[src/rtl/bip_result_tx.sv]
// Result transmitter for the BIP core: snapshots accumulator, PC and run length
// when the program finishes and sends them as a 7-byte 8N1 serial frame.
module bip_result_tx #(
  parameter int          NB_INSTRUCTION = 16,
  parameter int          NB_ADDR        = 11,
  parameter int          NB_CYCLES      = 16,
  parameter int          CLKS_PER_BIT   = 16,
  parameter logic [7:0]  HEADER         = 8'hA5
) (
  input  logic                      i_clock,
  input  logic                      i_reset,
  input  logic [NB_INSTRUCTION-1:0] i_accumulator,
  input  logic [NB_ADDR-1:0]        i_program_counter,
  input  logic                      i_program_done,
  output logic                      o_tx,
  output logic                      o_busy,
  output logic                      o_frame_done
);

  localparam int               NB_CLK    = (CLKS_PER_BIT > 2) ? $clog2(CLKS_PER_BIT) : 1;
  localparam logic [NB_CLK-1:0] CLK_LAST = NB_CLK'(CLKS_PER_BIT - 1);
  localparam logic [NB_CYCLES-1:0] CYC_MAX = {NB_CYCLES{1'b1}};

  typedef enum logic [1:0] {
    IDLE,
    START,
    DATA,
    STOP
  } state_t;

  state_t                    state;
  logic                      done_d;
  logic                      trig;
  logic [NB_CYCLES-1:0]      cycle_cnt;
  logic [NB_INSTRUCTION-1:0] acc_s;
  logic [NB_ADDR-1:0]        pc_s;
  logic [NB_CYCLES-1:0]      cyc_s;
  logic [15:0]               pc_ext;
  logic [15:0]               cyc_ext;
  logic [2:0]                byte_idx;
  logic [2:0]                bit_idx;
  logic [NB_CLK-1:0]         clk_cnt;
  logic [7:0]                cur_byte;
  logic                      bit_last;

  assign trig     = i_program_done & ~done_d;
  assign pc_ext   = 16'(pc_s);
  assign cyc_ext  = 16'(cyc_s);
  assign bit_last = (clk_cnt == CLK_LAST);

  // Run-length counter: counts done-low clocks and sticks at full scale.
  always_ff @(posedge i_clock) begin
    if (i_reset) begin
      cycle_cnt <= '0;
    end else if (!i_program_done && cycle_cnt != CYC_MAX) begin
      cycle_cnt <= cycle_cnt + NB_CYCLES'(1);
    end
  end

  always_comb begin
    cur_byte = HEADER;
    case (byte_idx)
      3'd0:    cur_byte = HEADER;
      3'd1:    cur_byte = acc_s[15:8];
      3'd2:    cur_byte = acc_s[7:0];
      3'd3:    cur_byte = pc_ext[15:8];
      3'd4:    cur_byte = pc_ext[7:0];
      3'd5:    cur_byte = cyc_ext[15:8];
      3'd6:    cur_byte = cyc_ext[7:0];
      default: cur_byte = HEADER;
    endcase
  end

  // o_tx is loaded one step ahead so each bit value appears on the edge its slot begins.
  always_ff @(posedge i_clock) begin
    if (i_reset) begin
      state        <= IDLE;
      o_tx         <= 1'b1;
      o_busy       <= 1'b0;
      o_frame_done <= 1'b0;
      done_d       <= 1'b0;
      byte_idx     <= '0;
      bit_idx      <= '0;
      clk_cnt      <= '0;
    end else begin
      done_d       <= i_program_done;
      o_frame_done <= 1'b0;
      case (state)
        IDLE: begin
          o_tx <= 1'b1;
          if (trig) begin
            acc_s    <= i_accumulator;
            pc_s     <= i_program_counter;
            cyc_s    <= cycle_cnt;
            state    <= START;
            byte_idx <= '0;
            bit_idx  <= '0;
            clk_cnt  <= '0;
            o_tx     <= 1'b0;
            o_busy   <= 1'b1;
          end
        end
        START: begin
          if (bit_last) begin
            clk_cnt <= '0;
            bit_idx <= '0;
            o_tx    <= cur_byte[0];
            state   <= DATA;
          end else begin
            clk_cnt <= clk_cnt + NB_CLK'(1);
          end
        end
        DATA: begin
          if (bit_last) begin
            clk_cnt <= '0;
            if (bit_idx == 3'd7) begin
              o_tx  <= 1'b1;
              state <= STOP;
            end else begin
              bit_idx <= bit_idx + 3'd1;
              o_tx    <= cur_byte[bit_idx + 3'd1];
            end
          end else begin
            clk_cnt <= clk_cnt + NB_CLK'(1);
          end
        end
        STOP: begin
          if (bit_last) begin
            clk_cnt <= '0;
            if (byte_idx != 3'd6) begin
              byte_idx <= byte_idx + 3'd1;
              o_tx     <= 1'b0;
              state    <= START;
            end else begin
              o_tx         <= 1'b1;
              o_busy       <= 1'b0;
              o_frame_done <= 1'b1;
              state        <= IDLE;
            end
          end else begin
            clk_cnt <= clk_cnt + NB_CLK'(1);
          end
        end
        default: begin
          state <= IDLE;
          o_tx  <= 1'b1;
        end
      endcase
    end
  end

endmodule

[config.mk]
export PLATFORM = sky130hd
export DESIGN_NAME = bip_result_tx
export DESIGN_NICKNAME = d
export VERILOG_FILES = /design/src/rtl/bip_result_tx.sv
export SDC_FILE = /design/constraint.sdc
export NUM_CORES = 1
export LEC_CHECK = 0
export ABC_AREA = 1
export CAP_MARGIN = 25
export CORE_MARGIN = 10
export CORE_UTILIZATION = 40
export DETAILED_ROUTE_END_ITERATION = 8
export PLACE_DENSITY = 0.56
export SETUP_SLACK_MARGIN = 0.3
export SYNTH_ARGS = -nofsm -noshare
export SYNTH_HDL_FRONTEND = slang
export SYNTH_SLANG_ARGS = --single-unit
[constraint.sdc]
create_clock -name i_clock -period 13.94 [get_ports i_clock]
set_input_delay 2.091 -clock i_clock [delete_from_list [all_inputs] [get_ports i_clock]]
set_output_delay 2.091 -clock i_clock [all_outputs]
set_load 0.01 [all_outputs]
Word level (Yosys, flattened, before mapping) --
Cells that the tools add are included.
Cells by class: equal/unequal tests 21, mux-type cells 32, magnitude comparators 1, reductions and logical operators 13, add/subtract/negate cells 4, bitwise gates (word level) 5
Operators by type and width (count):
- $pmux W8 S6 | 1
- $mux W3 | 6
- $add A16 B1 Y16 const B | 1
- $ne A16 B16 Y1 const B | 1
- $ne A2 B2 Y1 const B | 8
- $eq A3 B3 Y1 const B | 4
- $mux W1 | 11
- $mux W2 | 5
- $reduce_and A5 Y1 | 2
- $pmux W3 S3 | 1
- $mux W4 | 2
- $pmux W2 S4 | 1
- $pmux W4 S2 | 1
- $reduce_and A4 Y1 | 2
- $add A3 B1 Y3 const B | 2
- $eq A3 B2 Y1 const B | 2
- $pmux W3 S2 | 1
- $reduce_and A3 Y1 | 2
- $reduce_or A3 Y1 | 2
- $add A4 B1 Y4 const B | 1
- $eq A2 B2 Y1 const B | 2
- $eq A4 B4 Y1 const B | 1
- $lt A3 B4 Y1 const B | 1
- $not A1 Y1 | 4
- other kinds (12) | 12
Word-level totals: register bits after elaboration 75, output and inout port bits 3, input bits 30

Depth between registers and ports, before layout --
word-level depth 7, depth in mapped cells 18

Worst setup path before layout --
No wires, ideal clock.
kind input to register, start point in i_program_done, end point reg acc_s[0], enable pin, data arrival time 5394 ps, setup slack 8049 ps, stages on the path 3, required time 13443 ps, cells stage by stage inv_1 or2_2 nor3_1
On the way: word-level cells in the longest chain between the ends 2
RTL lines:
- start, declared | line 14 | input logic i_program_done,
- $and A1 B1 Y1 | line 46 | assign trig = i_program_done & ~done_d;
- $reduce_and A3 Y1 (no source line)
- end signal, assigned | line 92 | acc_s <= i_accumulator;
- end, declared | line 35 | logic [NB_INSTRUCTION-1:0] acc_s;
No other way between the ends. A chain may end at the register's enable or synchronous reset.

Final worst setup path --
start point in i_reset, end point reg acc_s[8], enable pin
On the way: word-level cells in the longest chain between the ends 2
RTL lines:
- start, declared | line 11 | input logic i_reset,
- $not A1 Y1 (no source line)
- $reduce_and A3 Y1 (no source line)
No other way between the ends.

==> metrics.txt <==
Final Slew Violations=0; global route total overflow=0; Starting Density=0.408; First DRT Iteration DRCs=around 160; worst path required time=between 10000 and 15000 ps; I/O Buffers=32; core area=8640 µm²; Hold Path Depth=2; htree depth=3; DRT Wirelength=approximately 7.4 mm; critical path class=in -> reg; Max clock buf depth=2; Clock Skews=6.36 ps; worst-skew pair later-pin latency=340 ps; status=finished, final reports clean; critical path capture point type=flip-flop; CTS tree=built; die area=13000 µm²; final hold vios=0; top cells by count, synth=77 x nand2_1, 53 x nand3_1, 43 x edfxtp_1; largest net degree at the start of global routing=44; share of the synthesized area in the top cell type=0.367; Most used DFF post-synth=edfxtp_1; peak supply drop=around 0.000053 V; Post-CTS Hold Buffers=0; Yosys cell types=37; most instantiated library cell after synthesis=nand2_1; # diodes=0; GRT Overall Usage=0.120; Area contributors post-synth=edfxtp_1 37%, dfxtp_1 18%, nand2_1 8.2%, nand3_1 7.5%, ha_1 4.6%; first-pass GRT wire length=12.5 mm; min Tclk post-route=around 3700 ps; Die Height=approximately 110 µm; syn avg cell area=between 9 and 10 µm²; Peak Freq=approximately 270 MHz; fraction of layout cells with a size suffix above 1=0.0943; Slew headroom=0.499; DRC=0; Seq cells post-synth=75; EDFF count, synth=43; Routed Antenna Nets=0; Pre-antenna DRT Iters=4; length in cells of the worst reg-to-reg path=15; placed cell area=between 3000 and 4000 µm²; Layout Nets=around 460; Syn. warnings=0; Layout area overhead=18.0%; CTS resizes=0; Post-Syn Nets=428; GPL Wtd Cong=between 0.8 and 0.9; vias in the first global route=around 2600; Post-synth ARST share=0; CTS Root Cell=clkbuf_8; Reg clk slew, reported paths=70 ps; drt wl/cell=around 14 µm; Die W=approximately 110 µm; synthesized area=roughly 3500 µm²; RSZ-0062 raised after global routing=false; TritonCTS Sinks=between 70 and 80; vias per inst=around 4.9; fin crit share=0.266; Leak=between 1.5 and 2 nW; top cell type by total area after synthesis=edfxtp_1; post-DP HPWL=5.23 mm; max cap viols=0; crit start category=input port; vias=around 2600; # IOs=33; Post-CTS Setup Bufs=0; PwrDens=137 nW/µm²; TNS Setup=0 ps; TritonCTS Buffers=9; # rows=34; Hold WC Path Type=reg -> reg; Critical Path Fanout Max=between 40 and 50; Gate Count Post-Synth=between 300 and 400; fin area=4150 µm²; Worst Tran Pin Value=749 ps; Final Setup Violations=0; post-synthesis sequential area ratio=0.549; arrival time worst endpoint=around 3700 ps; initial antenna violation count=0
==> registers in the layout, summed over array words and instances, names as in the netlist <==
signal and cells:
cycle_cnt 16, o_busy 1, o_frame_done 1, cyc_ext 16, o_tx 1, byte_idx 3, done_d 1, clk_cnt 4
pc_s 11, acc_s 16, bit_idx 3, state 2
==> per-layer routing <==
metal / global-route usage / vias to the layer above / routed length [µm]
li1: - / 1365 / -
met1: 0.152 / 1192 / 3590
met2: 0.192 / 48 / 3430
met3: 0.0420 / 8 / 287
met4: 0.0334 / 0 / 74
met5: 0 / - / 0
==> stage by stage <==
step	util	total power [mW]	hold slack, ps	instances	worst slack, ps
after global placement	0.455	0.387	454	516	9860
after floorplan	-	0.353	430	385	8050
after global routing	0.481	0.607	501	532	10080
final	0.481	0.570	475	532	10230
after CTS	0.481	0.576	476	532	10200
after detailed placement	0.455	0.389	456	516	9820
==> where the power goes <==
group          total (mW)  internal [mW]  leakage [nW]  switching, mW
logic               0.117         0.0450         0.826         0.0717
registers           0.267          0.256         0.660         0.0103
clock network       0.186          0.106         0.108         0.0807
total               0.570          0.407          1.59          0.163
==> cell type report <==
cell class / count / area, µm²
Clock buffer: 10 / 138
Clock inverter: 6 / 88.8
Fill cell: 813 / 4480
Inverter: 45 / 171
Multi-Input combinational cell: 254 / 1350
Sequential cell: 75 / 1930
Tap cell: 108 / 135
Timing Repair Buffer: 34 / 335
==> cells by family (layout without fill, tap and decap cells) <==
logic type / count (synthesis) / count (layout) / synth area share
xor+xnor: 3 / 3 / 0.00747
compound gates: 50 / 50 / 0.0764
fa+ha+maj: 13 / 13 / 0.0462
simple gates: 188 / 188 / 0.253
buf+inv: 56 / 95 / 0.0683
flops: 75 / 75 / 0.549
==> cell usage in the layout, fill, tap and decap left out, types with 2 or more instances in the layout <==
cell / n
dfxtp_1: 32
ha_1: 13
nor3b_2: 2
a211oi_1: 2
nand3_1: 53
bufinv_16: 2
buf_4: 2
nor3_2: 4
inv_2: 3
nor2_1: 32
nor4_1: 2
clkinvlp_4: 2
nand2_2: 3
o21ai_1: 3
edfxtp_1: 43
nand2_1: 77
nor3_1: 2
inv_1: 41
xor2_1: 2
nand3b_1: 3
clkdlybuf4s50_1: 32
nor2_2: 3
a21oi_1: 29
clkbuf_8: 10
o21ai_0: 12
==> path summary, 6_finish.rpt <==
path	from	end	slack, ps
hold / removal	bit_idx[1]	bit_idx[1]	480
setup / recovery	i_reset	acc_s[8]	10230
hold reg to reg	bit_idx[1]	bit_idx[1]	480
setup reg to reg	byte_idx[0]	o_tx	11720
==> critical path, cell delays in order <==
cell and delay (ps):
clkdlybuf4s50_1 790, nor3_2 290, buf_4 480
Note: power is estimated with default switching activity, not from simulation.
==> patch, RTL diff (config.mk and constraints unchanged) <==
`NB_ADDR`: 11 -> 10.
--- a/src/rtl/bip_result_tx.sv
+++ b/src/rtl/bip_result_tx.sv
@@ -2,7 +2,7 @@
 // when the program finishes and sends them as a 7-byte 8N1 serial frame.
 module bip_result_tx #(
   parameter int          NB_INSTRUCTION = 16,
-  parameter int          NB_ADDR        = 11,
+  parameter int          NB_ADDR        = 10,
   parameter int          NB_CYCLES      = 16,
   parameter int          CLKS_PER_BIT   = 16,
   parameter logic [7:0]  HEADER         = 8'hA5
Ports: changed (resized i_program_counter); port bits go from 33 to 32. The function was not compared with the original's and may differ.
==> patch against the unedited design <==
Total power is 11% lower. Register-to-register slack got worse by 140 ps. Critical path depth rose by 1. Wire length rose by 7.0%. Via count up 1.7%. Area after synthesis rose by 1.8%. Final cell count is 4.1% higher. Sequential cell count down 1. Setup slack better by 290 ps. Count of clock-buffer cells in the layout is 3 higher. Utilization fell by 0.47 points. Design area stayed put. Combinational power is 16% lower.
==> patch: results (changes against the unedited design) <==
- PortBufs: 31 (-3.1%)
- R2R cell count: 13 (-2)
- Area of the multi-input gates: 1460 um2 (+7.8%)
- Leak: 1.67 nW (+4.5%)
- Total track usage: 12.9% (+0.84 points)
- Aggregate routed wire length: 7.90 mm (+7.0%)
- Post-layout net count: 483 (+4.5%)
- Slowest cell on crit path: buf_4
- CTS resizes: 0 (unchanged)
- Arr. time, crit path: 3400 ps (-290 ps)
- CTS Buffer Depth: 2 (unchanged)
- M1 WL: 3.91 mm (+9.1%)
- Non-clock buffer total of the final layout: 33 (-2.9%)
- Seq/Total Area, Yosys: 53.1% (-1.8 points)
- Multi-input combinational gate total: 278 (+9.4%)
- GRT met2 Usage: 19.8% (+0.61 points)
- M1 GR Usage: 16.9% (+1.8 points)
- M3 GR Usage: 3.93% (-0.27 points)
- Cell variety after synth: 35 (-5.4%)
- Run status: finished, final reports clean
- Skew final: 7.85 ps (+1.49 ps)
- Ranking of synthesized cells by area: edfxtp_1 (35%), dfxtp_1 (18%), nand2_1 (12%)
- HP Start: bit_idx[2]
- Clk tree area frac: 3.95% (-1.5 points)
- Detailed-placement wirelength estimate: 5.65 mm (+8.1%)
- DRC viols: 0 (unchanged)
- Critical register-to-register path startpoint: byte_idx[2]
- Post-synth EDFFs: 42 (-2.3%)
- FF-to-FF setup slack: 11,580 ps (-140 ps)
- Max incr delay on CP: 470 ps (-320 ps)
- RD Place Congestion: 0.877 (+7.9%)
- Fraction of area in registers: 45.8% (-0.72 points)
- Initial DRC count: 176 (+9.3%)
- Share of post-route cells with drive strength above 1: 9.87% (+0.43 points)
- Top cells by count, synth: nand2_1 (117), edfxtp_1 (42), inv_1 (39)
- Syn nets: 447 (+4.4%)
- Non-clock buffers, area share: 7.83% (-0.24 points)
- First-pass GRT wire length: 13.4 mm (+7.2%)
- Maximum level of the CTS H-tree: 3 (unchanged)
- Fillcell total: 850 (+4.6%)
- Routed met3 length: 275 um (-4.2%)
- Met2 routed WL: 3.63 mm (+5.9%)
- Vias in the first global route: 2,646 (+1.1%)
- Slew HR: 41.7% (-8.2 points)
- Number of clock buffers in the layout: 13 (+3)
- DR vias/cell: 4.80 (-2.4%)
- Sequential cell count: 74 (-1.3%)
- Worst IR Drop VDD: 0.0402 mV (-24%)
patch: power by group through the flow:
stage          Clock [mW]  Sequential, mW  Combinational (mW)
2_1_floorplan           0           0.269              0.0666
3_3_place_gp            0           0.270              0.0971
3_5_place_dp            0           0.270              0.0989
4_1_cts             0.151           0.265              0.0989
5_1_grt             0.161           0.268               0.113
6_report            0.147           0.265              0.0977
patch: how the worst max path moves through the flow:
stage / end / slack [ps]
2_1_floorplan: acc_s[0] / 8380
3_3_place_gp: acc_s[15] / 10170
3_5_place_dp: acc_s[3] / 10130
4_1_cts: pc_s[2] / 10510
5_1_grt: cyc_ext[5] / 10470
6_report: acc_s[15] / 10520
patch: cell families (layout without fill, tap and decap cells):
family                     after synthesis  in the layout  synth area share (%)
xor gates and xnor gates                10             10                  2.44
buffers and inverters                   53             94                  6.42
AOI/OAI and AO/OA                       47             47                  6.91
DFF                                     74             74                  53.1
adders and majority gates               13             13                  4.54
and+or+nand+nor                        208            208                  26.6
patch: stage by stage:
| stage | instance area (um2) | power, mW | cells | hold WS [ps] | setup slack, ps |
|---|---|---|---|---|---|
| 2_1_floorplan | 3580 | 0.335 | 405 | 428 | 8380 |
| 3_3_place_gp | 3990 | 0.367 | 538 | 450 | 10170 |
| 3_5_place_dp | 3990 | 0.369 | 538 | 451 | 10130 |
| 4_1_cts | 4150 | 0.515 | 554 | 463 | 10510 |
| 5_1_grt | 4150 | 0.542 | 554 | 504 | 10470 |
| 6_report | 4150 | 0.509 | 554 | 459 | 10520 |
patch: critical path: cells and delay by family:
kind | cells | cell delay (ps)
buffers and inverters | 3 | 1100
and+or+nand+nor | 1 | 170
